**src/rtl/fsm_seq_gen.sv**
```systemverilog
// Moore serial pattern transmitter: latches a pattern on start&ready, shifts it out MSB-first,
// optionally repeats with an idle gap. Optional parity bit per frame under `SEQ_PARITY_EN.
module fsm_seq_gen #(
  parameter int PAT_W = 5,
  parameter int REP_W = 4,
  parameter int GAP_W = 4
) (
  input  logic             clk,
  input  logic             rst_n,
  input  logic             start,
  input  logic [PAT_W-1:0] pat_in,
  input  logic [REP_W-1:0] rep_in,
  input  logic [GAP_W-1:0] gap_in,
  input  logic             abort,
  output logic             data,
  output logic             data_vld,
  output logic             ready,
  output logic             busy,
  output logic             done
);

  // state | meaning
  // IDLE  | waiting for start, ready=1
  // SHIFT | emitting pattern bits MSB-first
  // GAP   | idle cycles between frames
  // PAR   | even-parity bit after each frame (SEQ_PARITY_EN only)
  // DONE  | one-cycle done pulse
  typedef enum logic [2:0] {
    S_IDLE  = 3'd0,
    S_SHIFT = 3'd1,
    S_GAP   = 3'd2,
`ifdef SEQ_PARITY_EN
    S_PAR   = 3'd3,
`endif
    S_DONE  = 3'd4
  } state_t;

  localparam int BIT_W = (PAT_W > 2) ? $clog2(PAT_W) : 1;
  localparam logic [BIT_W-1:0] LAST_BIT = BIT_W'(PAT_W - 1);

  state_t           r_state, w_nstate;
  logic             r_data, w_data;
  logic             r_vld, w_vld;
  logic [PAT_W-1:0] r_pat, w_pat;
  logic [PAT_W-1:0] r_sh, w_sh;
  logic [BIT_W-1:0] r_bit_cnt, w_bit_cnt;
  logic [REP_W-1:0] r_rep_cnt, w_rep_cnt;
  logic [GAP_W-1:0] r_gap, w_gap;
  logic [GAP_W-1:0] r_gap_cnt, w_gap_cnt;
  logic             w_load;
  logic             w_frame_end;

  always_ff @(posedge clk or negedge rst_n) begin
    if (!rst_n) begin
      r_state   <= S_IDLE;
      r_data    <= 1'b0;
      r_vld     <= 1'b0;
      r_pat     <= '0;
      r_sh      <= '0;
      r_bit_cnt <= '0;
      r_rep_cnt <= '0;
      r_gap     <= '0;
      r_gap_cnt <= '0;
    end else begin
      r_state   <= w_nstate;
      r_data    <= w_data;
      r_vld     <= w_vld;
      r_pat     <= w_pat;
      r_sh      <= w_sh;
      r_bit_cnt <= w_bit_cnt;
      r_rep_cnt <= w_rep_cnt;
      r_gap     <= w_gap;
      r_gap_cnt <= w_gap_cnt;
    end
  end

  always_comb begin
    w_nstate    = r_state;
    w_data      = 1'b0;
    w_vld       = 1'b0;
    w_pat       = r_pat;
    w_sh        = r_sh;
    w_bit_cnt   = r_bit_cnt;
    w_rep_cnt   = r_rep_cnt;
    w_gap       = r_gap;
    w_gap_cnt   = r_gap_cnt;
    w_load      = 1'b0;
    w_frame_end = 1'b0;

    case (r_state)
      S_IDLE: begin
        if (start) begin
          w_pat     = pat_in;
          w_rep_cnt = rep_in;
          w_gap     = gap_in;
          w_load    = 1'b1;
          w_nstate  = S_SHIFT;
        end
      end
      S_SHIFT: begin
        if (r_bit_cnt == LAST_BIT) begin
`ifdef SEQ_PARITY_EN
          w_nstate = S_PAR;
          w_data   = ^r_pat;
          w_vld    = 1'b1;
`else
          w_frame_end = 1'b1;
`endif
        end else begin
          w_data    = r_sh[PAT_W-1];
          w_vld     = 1'b1;
          w_sh      = r_sh << 1;
          w_bit_cnt = r_bit_cnt + BIT_W'(1);
        end
      end
      S_GAP: begin
        if (r_gap_cnt == GAP_W'(1)) begin
          w_load   = 1'b1;
          w_nstate = S_SHIFT;
        end else begin
          w_gap_cnt = r_gap_cnt - GAP_W'(1);
        end
      end
`ifdef SEQ_PARITY_EN
      S_PAR: begin
        w_frame_end = 1'b1;
      end
`endif
      S_DONE: begin
        w_nstate = S_IDLE;
      end
      default: begin
        w_nstate = S_IDLE;
      end
    endcase

    // end of a frame: pick gap, back-to-back reload, or finish
    if (w_frame_end) begin
      if (r_rep_cnt == '0) begin
        w_nstate = S_DONE;
      end else begin
        w_rep_cnt = r_rep_cnt - REP_W'(1);
        if (r_gap != '0) begin
          w_nstate  = S_GAP;
          w_gap_cnt = r_gap;
        end else begin
          w_load   = 1'b1;
          w_nstate = S_SHIFT;
        end
      end
    end

    if (w_load) begin
      w_data    = w_pat[PAT_W-1];
      w_vld     = 1'b1;
      w_sh      = w_pat << 1;
      w_bit_cnt = '0;
    end

    if (abort && (r_state != S_IDLE)) begin
      w_nstate = S_IDLE;
      w_data   = 1'b0;
      w_vld    = 1'b0;
    end
  end

  assign data     = r_data;
  assign data_vld = r_vld;
  assign ready    = (r_state == S_IDLE);
  assign done     = (r_state == S_DONE);
`ifdef SEQ_PARITY_EN
  assign busy     = (r_state == S_SHIFT) || (r_state == S_GAP) || (r_state == S_PAR);
`else
  assign busy     = (r_state == S_SHIFT) || (r_state == S_GAP);
`endif

endmodule

```
**config.mk**
```make
export PLATFORM = sky130hd
export DESIGN_NAME = fsm_seq_gen
export DESIGN_NICKNAME = d
export VERILOG_FILES = /design/src/rtl/fsm_seq_gen.sv
export SDC_FILE = /design/constraint.sdc
export NUM_CORES = 1
export LEC_CHECK = 0
export ABC_CLOCK_PERIOD_IN_PS = 3500
export CORE_UTILIZATION = 57
export CTS_CLUSTER_SIZE = 12
export DETAILED_ROUTE_END_ITERATION = 8
export GPL_TIMING_DRIVEN = 0
export PLACE_DENSITY = 0.91
export SETUP_SLACK_MARGIN = 0.4
export SYNTH_ARGS = -nofsm -noshare
export SYNTH_HDL_FRONTEND = slang
export SYNTH_SLANG_ARGS = --single-unit
```
**constraint.sdc**
```tcl
create_clock -name clk -period 3.5 [get_ports clk]
set_clock_uncertainty 0.1 [all_clocks]
set_input_delay 0.35 -clock clk [delete_from_list [all_inputs] [get_ports clk]]
set_output_delay 0.35 -clock clk [all_outputs]
set_load 0.05 [all_outputs]
```
# Yosys cells after proc, flatten, opt, wreduce, memory -nomap -nowiden
# Index checks and enable logic that the tools add are counted.
# Widths: inputs -> output; s select.
# totals
register_bits	30
latchBits	0
mem_bits_rw	0
romBits	0
input_bits	17
output_inout_bits	5
word_cells	71
n_memories	0
# classes
n_addsub	3
multipliers	0
div_mod_pow	0
order_cmp	0
n_eq_ne	9
shift	0
muxes	40
n_bitwise	0
reduce_logical	10
# op_table
cell	n
$mux 4	9
$mux 5	5
$mux 3	8
$mux 1	15
$pmux 3 s3	1
$sub 4x1->4 const B	2
$eq 3x3->1 const B	2
$eq 4x1->1 const B	1
$logic_not 4->1	1
$ne 4x2->1 const B	1
$ne 4x4->1 const B	1
$reduce_and 2->1	2
$reduce_bool 4->1	1
$add 3x1->3 const B	1
$eq 3x1->1 const B	1
$eq 3x2->1 const B	1
$logic_not 3->1	1
$ne 3x3->1 const B	1
$reduce_and 3->1	1
$reduce_bool 3->1	1
$mux 2	1
$ne 2x2->1 const B	1
$pmux 1 s2	1
$reduce_bool 2->1	1
2 further kinds	2

# Depth between registers and ports, before layout
# Gate-level depths: netlist of run 1.
# depth
word_depth	8
ltp_mapped	7
depth_no_buf	6

# Least setup slack after synthesis of run 1
# OpenSTA, ideal clock, no wires.
# synth_timing
path_type	register to register
from	reg r_state[1]
to	reg r_state[2]
setup_ns	0.091
arrival_time_ns	2.091
required_time_ns	3.309
path_slack_ns	1.218
path_stages_with_launch	5
path_buffers	1
period_less_slack_ns	2.282
path_cell_list	dfrtp_1 -> buf_4 -> nor3_1 -> nor2b_1 -> nor3b_1
# synth_via
elab_chain_cells	4
word_cells_on_any_way	13
classes_between	eq/ne: 5; mux: 4; reduce/logical: 4
# synth_lines
element	line_no	source
start, declared	41	state_t r_state, w_nstate;
start signal, assigned	65	r_state <= w_nstate;
$logic_not 3->1 *	-	
net ready	17	output logic ready,
$pmux 3 s3	90	case (r_state)
$mux 3	138	if (w_frame_end) begin
$mux 3	160	if (abort && (r_state != S_IDLE)) begin
# The timed path passes the listed nets; every way through them passes the cells marked *.
# A chain may end at the register's enable or synchronous reset.

# Worst setup path in the final report of run 1
# layout_timing
from	reg r_state[1]
to	out ready
# layout_via
elab_chain_cells	1
# layout_lines
element	line_no	source
$logic_not 3->1	169	assign ready = (r_state == S_IDLE);
end, declared	17	
# No other way between the ends.

==> results.cfg, run 1 <==
[floorplanning]
die_y_um = 53.3
chipWidth_um = 53.3
rows = 18
fp.dieArea_um2 = 2840
core_area_um2 = 2480
ioPinCount = 22
floorplan.initialDensity_pct = 60.5

[grt]
antenna_violations_before_repair = 0
gr-total-overflow = 0
grt_first_pass_wirelength_um = 4530
vias_in_the_first_global_route = 1094
grt_max_degree = 30
globalRouteTotalUtil_pct = 23.2

[setup_path]
path_buf_inv = 2
timing.setup.critical_path_class = reg -> out
worstPathMaxFanout = 7
crit_chain = buf_4 > nor3_1 > clkdlybuf4s50_1
timing.critical_path.slowest_stage_cell = sky130_fd_sc_hd__clkdlybuf4s50_1
path_delay_family = buffers and inverters
worstSetupStartpointType = register
worst-endpoint-required_ps = 3050
arrival_ps = 1960
slowest_stage_delay_cp_ps = 850
end_kind = output pin

[logic_synthesis]
synth.distinct_cells = 37
syn-num-nets = 159
yosys_register_bits = 29
synth_ff_type = sky130_fd_sc_hd__dfrtp_1
asyncSetResetFlopFracSynth_pct = 100
synthesis.instances = 137
synth-seq-area-share_pct = 48.5
synth.avg_cell_area_um2 = 10.9
syn-cell-area_um2 = 1500
number_of_synthesized_flops_with_an_enable_pin = 0
synthesis.yosys.warnings = 0

[pwr]
totalPowerFinal_mw = 1.56
static-leakage-power_nw = 0.806
power_density_nw_per_um2 = 856
irDropWorstVdd_mv = 0.621

[job]
timing.max_cap.violations = 0

[routing]
wl_um = 2770
antenna_nets_post_route = 0
vias_per_cell = 5.63
post_detailed_route_wirelength_per_cell_um = 14.1
remaining_drc_errors = 0
drt_first_pass_iters = 4
initialDrtViolationCount = 8
routed-via-count = 1109

[clocking]
cts_tree = yes
post_cts_sizing_count = 0
clock_sinks = 29
cts_max_level = 2
postCtsSetupRepairBufs = 0
clock_latency_ps = 330
cts_buffer_depth = 2
numCtsBuffers = 5
clk_transition_reported_paths_ps = 90
clk_root_buffer_cell = sky130_fd_sc_hd__clkbuf_4

[timing]
timing_hold_violations_final = 0
upper_clock_frequency_limit_mhz = 414
timing.setup.tns_ps = 0
slew_viol_final = 0
timing.slew.headroom_pct = 54.8
grt_setup_unrepaired = no
minimum_clock_period_ps = 2410
setup_violations = 0
min_period_over_period_pct = 69.0
worst_pin_slew_ps = 675

[layout]
seq_area_um2 = 726
multi_input_area_um2 = 711
drive_above_1_share_pct = 19.2
diodes = 0
fin_nets = 188
final.fill_count = 185
syn2layout_area_growth_pct = 21.6

[hold_path]
class_of_the_worst_hold_path = reg -> reg

[placement]
port_bufs = 21
finalWeightedCongestion = 0.789
hpwlAfterDp_um = 2050

[status]
status = finished, final reports clean
[state kept, by name, summed over array words and instances (netlist names)]
name and cells:
data 1, r_bit_cnt 3, r_gap_cnt 4, r_sh 4
data_vld 1, r_pat 5, r_rep_cnt 4, r_state 3
r_gap 4
[worst reg2reg max path, delay by kind of cell (launching register included)]
kind / cells / cell delay, ps
AO/OA/AOI/OAI: 1 / 380
adder cells (fa/ha/maj): 1 / 180
buffers and inverters: 2 / 210
flip-flops: 1 / 410
AND/OR/NAND/NOR: 3 / 780
[metrics by stage]
| stage | cells | utilization (%) | setup WS (ps) | hold slack (ps) | cell area [µm²] |
|---|---|---|---|---|---|
| 6_report | 197 | 73.5 | 1090 | 401 | 1820 |
| 5_1_grt | 197 | 73.5 | 1030 | 431 | 1820 |
| 4_1_cts | 196 | 73.3 | 1080 | 405 | 1820 |
| 3_5_place_dp | 188 | 70.5 | 1130 | 385 | 1750 |
| 3_3_place_gp | 188 | 70.5 | 1180 | 380 | 1750 |
| 2_1_floorplan | 137 | - | 1220 | -45.6 | 1500 |
[worst paths after layout]
check	startpoint	endpoint	slack, ps	depth (start not counted)
max	r_state[1]	ready	1090	3
min	r_pat[1]	r_pat[1]	400	1
max reg2reg	r_rep_cnt[0]	r_sh[2]	1350	7
min reg2reg	r_pat[1]	r_pat[1]	400	1
max in group asynchronous	rst_n	r_state[2]	2420	2
min in group asynchronous	rst_n	r_state[0]	470	2
[area by class of cell]
| type | instances | share of cell area, % |
|---|---|---|
| Clock inverter | 1 | 0.275 |
| Clock buffer | 7 | 3.57 |
| Multi-Input combinational cell | 97 | 39.0 |
| Tap cell | 30 | 2.06 |
| Inverter | 7 | 1.44 |
| Buffer | 4 | 1.92 |
| Sequential cell | 29 | 39.9 |
| Timing Repair Buffer | 22 | 11.8 |
[synthesized netlist by cell type (2+ instances only)]
library cell,count,area (µm²)
sky130_fd_sc_hd__and2_1,2,12.5
sky130_fd_sc_hd__nand2_1,12,45.0
sky130_fd_sc_hd__ha_1,5,62.6
sky130_fd_sc_hd__nor2b_1,4,25.0
sky130_fd_sc_hd__xnor2_1,3,26.3
sky130_fd_sc_hd__nor3b_1,5,37.5
sky130_fd_sc_hd__nor3_1,6,30.0
sky130_fd_sc_hd__and3_1,2,12.5
sky130_fd_sc_hd__dfrtp_1,29,726
sky130_fd_sc_hd__a221o_1,2,20.0
sky130_fd_sc_hd__inv_1,7,26.3
sky130_fd_sc_hd__nor2_1,13,48.8
sky130_fd_sc_hd__mux2_2,9,101
sky130_fd_sc_hd__o21ai_0,6,30.0
sky130_fd_sc_hd__mux2i_1,2,20.0
sky130_fd_sc_hd__a21oi_1,6,30.0
sky130_fd_sc_hd__nand3_1,2,10.0
sky130_fd_sc_hd__buf_6,2,22.5
sky130_fd_sc_hd__a221o_2,2,22.5
[where the power goes]
part | internal [mW] | total, mW | switching [mW]
sequential | 0.489 | 0.586 | 0.0971
combinational | 0.335 | 0.740 | 0.405
clock | 0.116 | 0.232 | 0.115
[cell usage in the layout (no fill, tap or decap), drive strengths merged]
master / synthesis / final
nor3b: 6 / 6
a211oi: 1 / 1
a21oi: 6 / 6
dfrtp: 29 / 29
or3b: 1 / 1
a21o: 1 / 1
nand3: 2 / 2
xnor2: 3 / 3
nor2b: 4 / 4
mux2: 10 / 10
dlygate4sd3: 0 / 1
clkbuf: 0 / 7
nand4: 1 / 1
a211o: 1 / 1
clkinv: 0 / 1
nor4: 1 / 1
or3: 1 / 1
and2: 2 / 2
o21ai: 6 / 6
nor2: 13 / 13
and3: 3 / 3
clkdlybuf4s50: 0 / 20
or4: 1 / 1
nor3: 8 / 8
or2: 1 / 1
a221o: 4 / 4
ha: 5 / 5
xor2: 1 / 1
nor4b: 1 / 1
buf: 4 / 5
inv: 7 / 7
nand2: 12 / 12
mux2i: 2 / 2
[per-layer routing]
metal / routed length (µm) / part of all wire (%) / global-route usage (%) / up-vias
met4: 46 / 1.7 / 9.21 / 0
li1: - / - / - / 536
met5: 0 / 0 / 0 / -
met3: 117 / 4.2 / 7.76 / 6
met2: 1410 / 51 / 40.4 / 18
met1: 1190 / 43 / 25.7 / 549
[what timing repair did]
item	in CTS	in global routing
hold endpoints to repair	0	29
hold buffers	0	1
endpoints found under the setup margin	0	0
[logic make-up (layout without fill, tap and decap cells)]
kind of cell,Yosys count,count (layout),share of synthesized area (%)
flip-flops,29,29,48.5
XOR/XNOR,4,4,2.34
buffers and inverters,11,41,4.09
AO/OA/AOI/OAI,19,19,8.44
adder cells (fa/ha/maj),5,5,4.18
multiplexers,12,12,9.11
AND/OR/NAND/NOR,57,57,23.4
(Power assumes the default switching activity.)
==> run 2: changes to the inputs <==
ABC_CLOCK_PERIOD_IN_PS = 2300   (was 3500)
CORE_UTILIZATION = 53   (was 57)
PLACE_DENSITY = 0.86   (was 0.91)
clock period = 2.3 ns   (was 3.5 ns; I/O delays follow)
==> run 2 against run 1 <==
Setup slack lost 860 ps. Register-to-register slack lost 1100 ps. Worst hold slack lost 61 ps. Utilization grew 4.7 points. First-iteration DRC count grew to 3.4 times the previous value. Die area grew 7.3%. Sequential cell count is the same. Critical path type is now reg -> reg. Critical endpoint is now r_sh[3]. Largest power group unchanged.
==> results.cfg, run 2 (synthesis results as in run 1) <==
[status]
status = finished, final reports clean

[setup_path]
timing.reg2reg.setup_slack_ps = 220
worst-r2r-cell-count = 6
cp_num_cells = 6
regToRegStartpoint = r_state[1]
end_kind = register
timing.setup.critical_path_class = reg -> reg
timing.critical_path.slowest_stage_cell = sky130_fd_sc_hd__or3b_4
r2r-end = r_sh[3]
path_delay_family = simple AND/OR/NAND/NOR gates
worst-endpoint-required_ps = 2430
cp-endpoint = r_sh[3]
worst_setup_sp = r_state[1]
slowest_stage_delay_cp_ps = 430
worstSetupStartpointType = register
crit_chain = buf_6 > or3b_4 > nor4_4 > buf_4 > nor3_4 > a221o_2
path_buf_inv = 2
worstPathMaxFanout = 7
arrival_ps = 2200

[routing]
met1Wirelength_um = 1420
initialDrtViolationCount = 27
vias_per_cell = 5.64
antenna_nets_post_route = 0
routed-via-count = 1191
met3RoutedLength_um = 168
topRoutingLayerUsed = met4
post_detailed_route_wirelength_per_cell_um = 15.9
wl_um = 3360
remaining_drc_errors = 0
met2RoutedLength_um = 1700
drt_first_pass_iters = 4

[placement]
port_bufs = 21
dpl.cell_count = 188
placed_area_um2 = 1770
hpwlAfterDp_um = 2120
finalWeightedCongestion = 0.748

[timing]
min_period_over_period_pct = 90.2
timing_hold_violations_final = 0
slew_viol_final = 0
minimum_clock_period_ps = 2080
setup_violations = 0
grt_setup_unrepaired = yes
timing.slew.headroom_pct = 54.1
upper_clock_frequency_limit_mhz = 482
worst_pin_slew_ps = 687
timing.setup.tns_ps = 0
fin_hold_ws_ps = 340

[floorplanning]
ioPinCount = 22
floorplan.initialDensity_pct = 58.3
fp.dieArea_um2 = 3040
core_area_um2 = 2570
rows = 18
die_y_um = 55.2
chipWidth_um = 55.2

[grt]
vias_in_the_first_global_route = 1167
gr-total-overflow = 0
grt_max_degree = 30
antenna_violations_before_repair = 0
globalRouteTotalUtil_pct = 24.7
grt_first_pass_wirelength_um = 5080

[layout]
drive_above_1_share_pct = 32.6
final_design_area_no_fill_um2 = 2010
diodes = 0
final-instance-count-excl-fill = 211
multi_input_area_um2 = 759
final.fill_count = 163
fin_nets = 202
layout.core_utilization_pct = 78.2
seq_area_um2 = 727
layout_commonest_cell = sky130_fd_sc_hd__dfrtp_1
largest-register = r_pat
layout_common_cells = sky130_fd_sc_hd__dfrtp_1 (28), sky130_fd_sc_hd__clkdlybuf4s50_1 (17), sky130_fd_sc_hd__nor2_1 (13)
largest_reg_flops = 5
syn2layout_area_growth_pct = 34.0

[pwr]
power_density_nw_per_um2 = 1340
irDropWorstVdd_mv = 1.15
static-leakage-power_nw = 0.901

[clocking]
clk_transition_reported_paths_ps = 100
cts_buffer_depth = 2
clk_root_buffer_cell = sky130_fd_sc_hd__clkbuf_4
clock_sinks = 29
cts_max_level = 2
clock_latency_ps = 340
numCtsBuffers = 5
cts_tree = yes

[hold_path]
class_of_the_worst_hold_path = in -> async

[job]
timing.max_cap.violations = 0
## run 2: cell count changes in the layout (fill, tap and decap cells not counted), sizes merged
cell and change:
clkdlybuf4s50 -3, clkdlybuf4s15 +2, clkinvlp +1, buf +14, bufinv +1, clkinv -1
## run 2: final cells by class
| class | instances | share of cell area, % |
|---|---|---|
| multi-input combinational | 97 | 37.8 |
| clock buffer | 6 | 2.56 |
| inverter | 7 | 1.31 |
| buffer | 4 | 1.93 |
| tap | 30 | 1.87 |
| sequential | 29 | 36.2 |
| clock inverter | 2 | 1.87 |
| timing repair buffer | 36 | 16.4 |
## run 2: report_power, final
part           switching [mW]  total [mW]  internal [mW]
registers               0.151       0.895          0.744
clock network           0.196       0.455          0.258
logic                   0.703        1.35          0.646
total                    1.05        2.70           1.65
## run 2: worst min path at each step
stage                         start           end  slack [ps]  depth (start not counted)
after floorplan               rst_n          data        -170                          0
after global placement     r_pat[1]      r_pat[1]         380                          1
after detailed placement   r_pat[2]      r_pat[2]         390                          1
after CTS                 rep_in[2]  r_rep_cnt[2]         350                          3
after global routing      rep_in[2]  r_rep_cnt[2]         370                          3
final                         rst_n  r_gap_cnt[3]         340                          2
## run 2: metrics by stage
step | power, mW | worst slack [ps]
after floorplan | 1.77 | 328
after global placement | 1.99 | 67.4
after detailed placement | 2.06 | 41.8
after CTS | 2.61 | 254
after global routing | 2.87 | 218
final | 2.70 | 225
## run 2: metal layers
metal	GRT usage, %	up-vias
li1	-	566
met1	28.7	572
met2	42.4	42
met3	8.20	11
met4	8.75	0
met5	0	-
## run 2: timing repair
| item | 4_1_cts | 5_1_grt |
|---|---|---|
| hold buffers | 0 | 1 |
| buffers inserted | 9 | 5 |
| resized for setup | 10 | 12 |
| endpoints found under the setup margin | 14 | 17 |
| pin swaps | 6 | 7 |
| endpoints found under the hold margin | 0 | 29 |
==> run 3: changes to the inputs <==
CORE_UTILIZATION = 46   (was 53)
CTS_CLUSTER_SIZE = 10   (was 12)
PLACE_DENSITY = 0.77   (was 0.86)
==> run 3 against run 2 <==
First-iteration DRC count up 130%. Cell count grew 8.1%. Worst hold slack better by 15 ps. Largest power group unchanged. Highest routed layer unchanged.
==> results.cfg, run 3 (synthesis results as in run 1) <==
[status]
status = finished, final reports clean

[pwr]
totalPowerFinal_mw = 2.62
static-leakage-power_nw = 0.909
power_switching_mw = 1.02
power_frac_seq_pct = 34.4
clockPowerShare_pct = 13.4
combinational_power_share_pct = 52.2
internal_power_mw = 1.59
power.share.switching_pct = 39.1
power_density_nw_per_um2 = 1290
irDropWorstVdd_mv = 0.537

[layout]
fin_nets = 205
layout_commonest_cell = sky130_fd_sc_hd__dfrtp_1
largest-register = r_pat
final_design_area_no_fill_um2 = 2030
final.fill_count = 248
layout_common_cells = sky130_fd_sc_hd__dfrtp_1 (28), sky130_fd_sc_hd__clkdlybuf4s50_1 (17), sky130_fd_sc_hd__buf_4 (16)
layout.core_utilization_pct = 66.0
syn2layout_area_growth_pct = 35.6
largest_reg_flops = 5
drive_above_1_share_pct = 34.8
diodes = 0
final-instance-count-excl-fill = 228

[placement]
finalWeightedCongestion = 0.793
hpwlAfterDp_um = 2070
placed_area_um2 = 1790
port_bufs = 21
dpl.cell_count = 202
place_worst_setup_slack_ps = 7.66

[floorplanning]
ioPinCount = 22
rows = 20
floorplan.initialDensity_pct = 48.7
chipWidth_um = 59.1
fp.dieArea_um2 = 3490
core_area_um2 = 3080
die_y_um = 59.1

[clocking]
clk_root_buffer_cell = sky130_fd_sc_hd__clkbuf_4
cts_tree = yes
cts_buffer_depth = 2
clock_sinks = 29
cts_max_level = 2
clk_transition_reported_paths_ps = 90
numCtsBuffers = 5
clock_latency_ps = 340

[routing]
wl_um = 3040
drt_first_pass_iters = 4
routed-via-count = 1190
remaining_drc_errors = 0
antenna_nets_post_route = 0
vias_per_cell = 5.22
post_detailed_route_wirelength_per_cell_um = 13.3
initialDrtViolationCount = 63

[grt]
vias_in_the_first_global_route = 1155
grt_max_degree = 30
globalRouteTotalUtil_pct = 19.5
grt_first_pass_wirelength_um = 4910
gr-total-overflow = 0
antenna_violations_before_repair = 0

[timing]
timing.slew.headroom_pct = 56.5
worst_pin_slew_ps = 651
setup_violations = 0
upper_clock_frequency_limit_mhz = 496
timing.setup.tns_ps = 0
min_period_over_period_pct = 87.7
finalWorstSetupSlack_ps = 283
minimum_clock_period_ps = 2020
fin_hold_ws_ps = 355
grt_setup_unrepaired = yes
timing_hold_violations_final = 0
slew_viol_final = 0

[setup_path]
path_common_cell = sky130_fd_sc_hd__buf_6
slowest_stage_delay_cp_ps = 420
end_kind = register
regToRegStartpoint = r_state[1]
arrival_ps = 2150
cp_num_cells = 6
path_delay_family = simple AND/OR/NAND/NOR gates
worst-endpoint-required_ps = 2430
worst_setup_sp = r_state[1]
timing.setup.critical_path_class = reg -> reg
path_buf_inv = 2
worst-r2r-cell-count = 6
worstSetupStartpointType = register
crit_chain = buf_6 > or3b_4 > nor4_4 > or2_1 > buf_6 > mux2_4
worstPathMaxFanout = 6
timing.critical_path.slowest_stage_cell = sky130_fd_sc_hd__or3b_4

[job]
timing.max_cap.violations = 0

[hold_path]
class_of_the_worst_hold_path = in -> async
[run 3: cell count changes in the layout (fill, tap and decap cells not counted), sizes merged]
cell	previous run	this run
clkinvlp	1	0
buf	19	22
bufinv	1	0
clkbuf	7	8
clkinv	0	1
[run 3: final cells by class]
cell class | count | area [µm²] | share of cell area [%]
clock buffer | 7 | 65.1 | 3.20
sequential | 29 | 727 | 35.8
tap | 44 | 55.1 | 2.71
multi-input combinational | 97 | 763 | 37.6
timing repair buffer | 39 | 348 | 17.1
buffer | 4 | 41.3 | 2.03
inverter | 7 | 26.3 | 1.29
clock inverter | 1 | 5.00 | 0.246
[run 3: worst reg2reg max path, stage by stage, from the launching register on]
cell,delay (ps)
sky130_fd_sc_hd__dfrtp_1,380
sky130_fd_sc_hd__buf_6,130
sky130_fd_sc_hd__or3b_4,420
sky130_fd_sc_hd__nor4_4,310
sky130_fd_sc_hd__or2_1,160
sky130_fd_sc_hd__buf_6,120
sky130_fd_sc_hd__mux2_4,290
[run 3: path summary, 6_finish.rpt]
kind / to / slack, ps
setup / recovery: r_sh[1] / 280
hold / removal: r_rep_cnt[1] / 360
setup reg to reg: r_sh[1] / 280
hold reg to reg: r_gap_cnt[0] / 410
max in group asynchronous: r_state[2] / 1290
min in group clk: r_rep_cnt[2] / 380
[run 3: what timing repair did]
action / 4_1_cts / 5_1_grt
setup endpoints to repair: 20 / 9
pin swaps: 8 / 7
setup buffers: 12 / 5
hold buffers: 0 / 1
gates cloned: 0 / 0
gates resized for setup: 10 / 14
endpoints found under the hold margin: 0 / 29
[run 3: metal layers]
| layer | track usage (%) | up-vias | part of all wire [%] |
|---|---|---|---|
| met3 | 6.11 | 6 | 3.6 |
| met2 | 33.3 | 23 | 50 |
| met1 | 22.6 | 585 | 45 |
| li1 | - | 576 | - |
| met4 | 8.16 | 0 | 1.7 |
| met5 | 0 | - | 0 |
[run 3: power groups by stage]
stage / logic, mW / clock network, mW / registers (mW)
5_1_grt: 1.49 / 0.384 / 0.925
3_5_place_dp: 1.15 / 0 / 0.911
2_1_floorplan: 0.843 / 0 / 0.924
4_1_cts: 1.28 / 0.359 / 0.894
6_report: 1.37 / 0.351 / 0.900
3_3_place_gp: 1.11 / 0 / 0.895
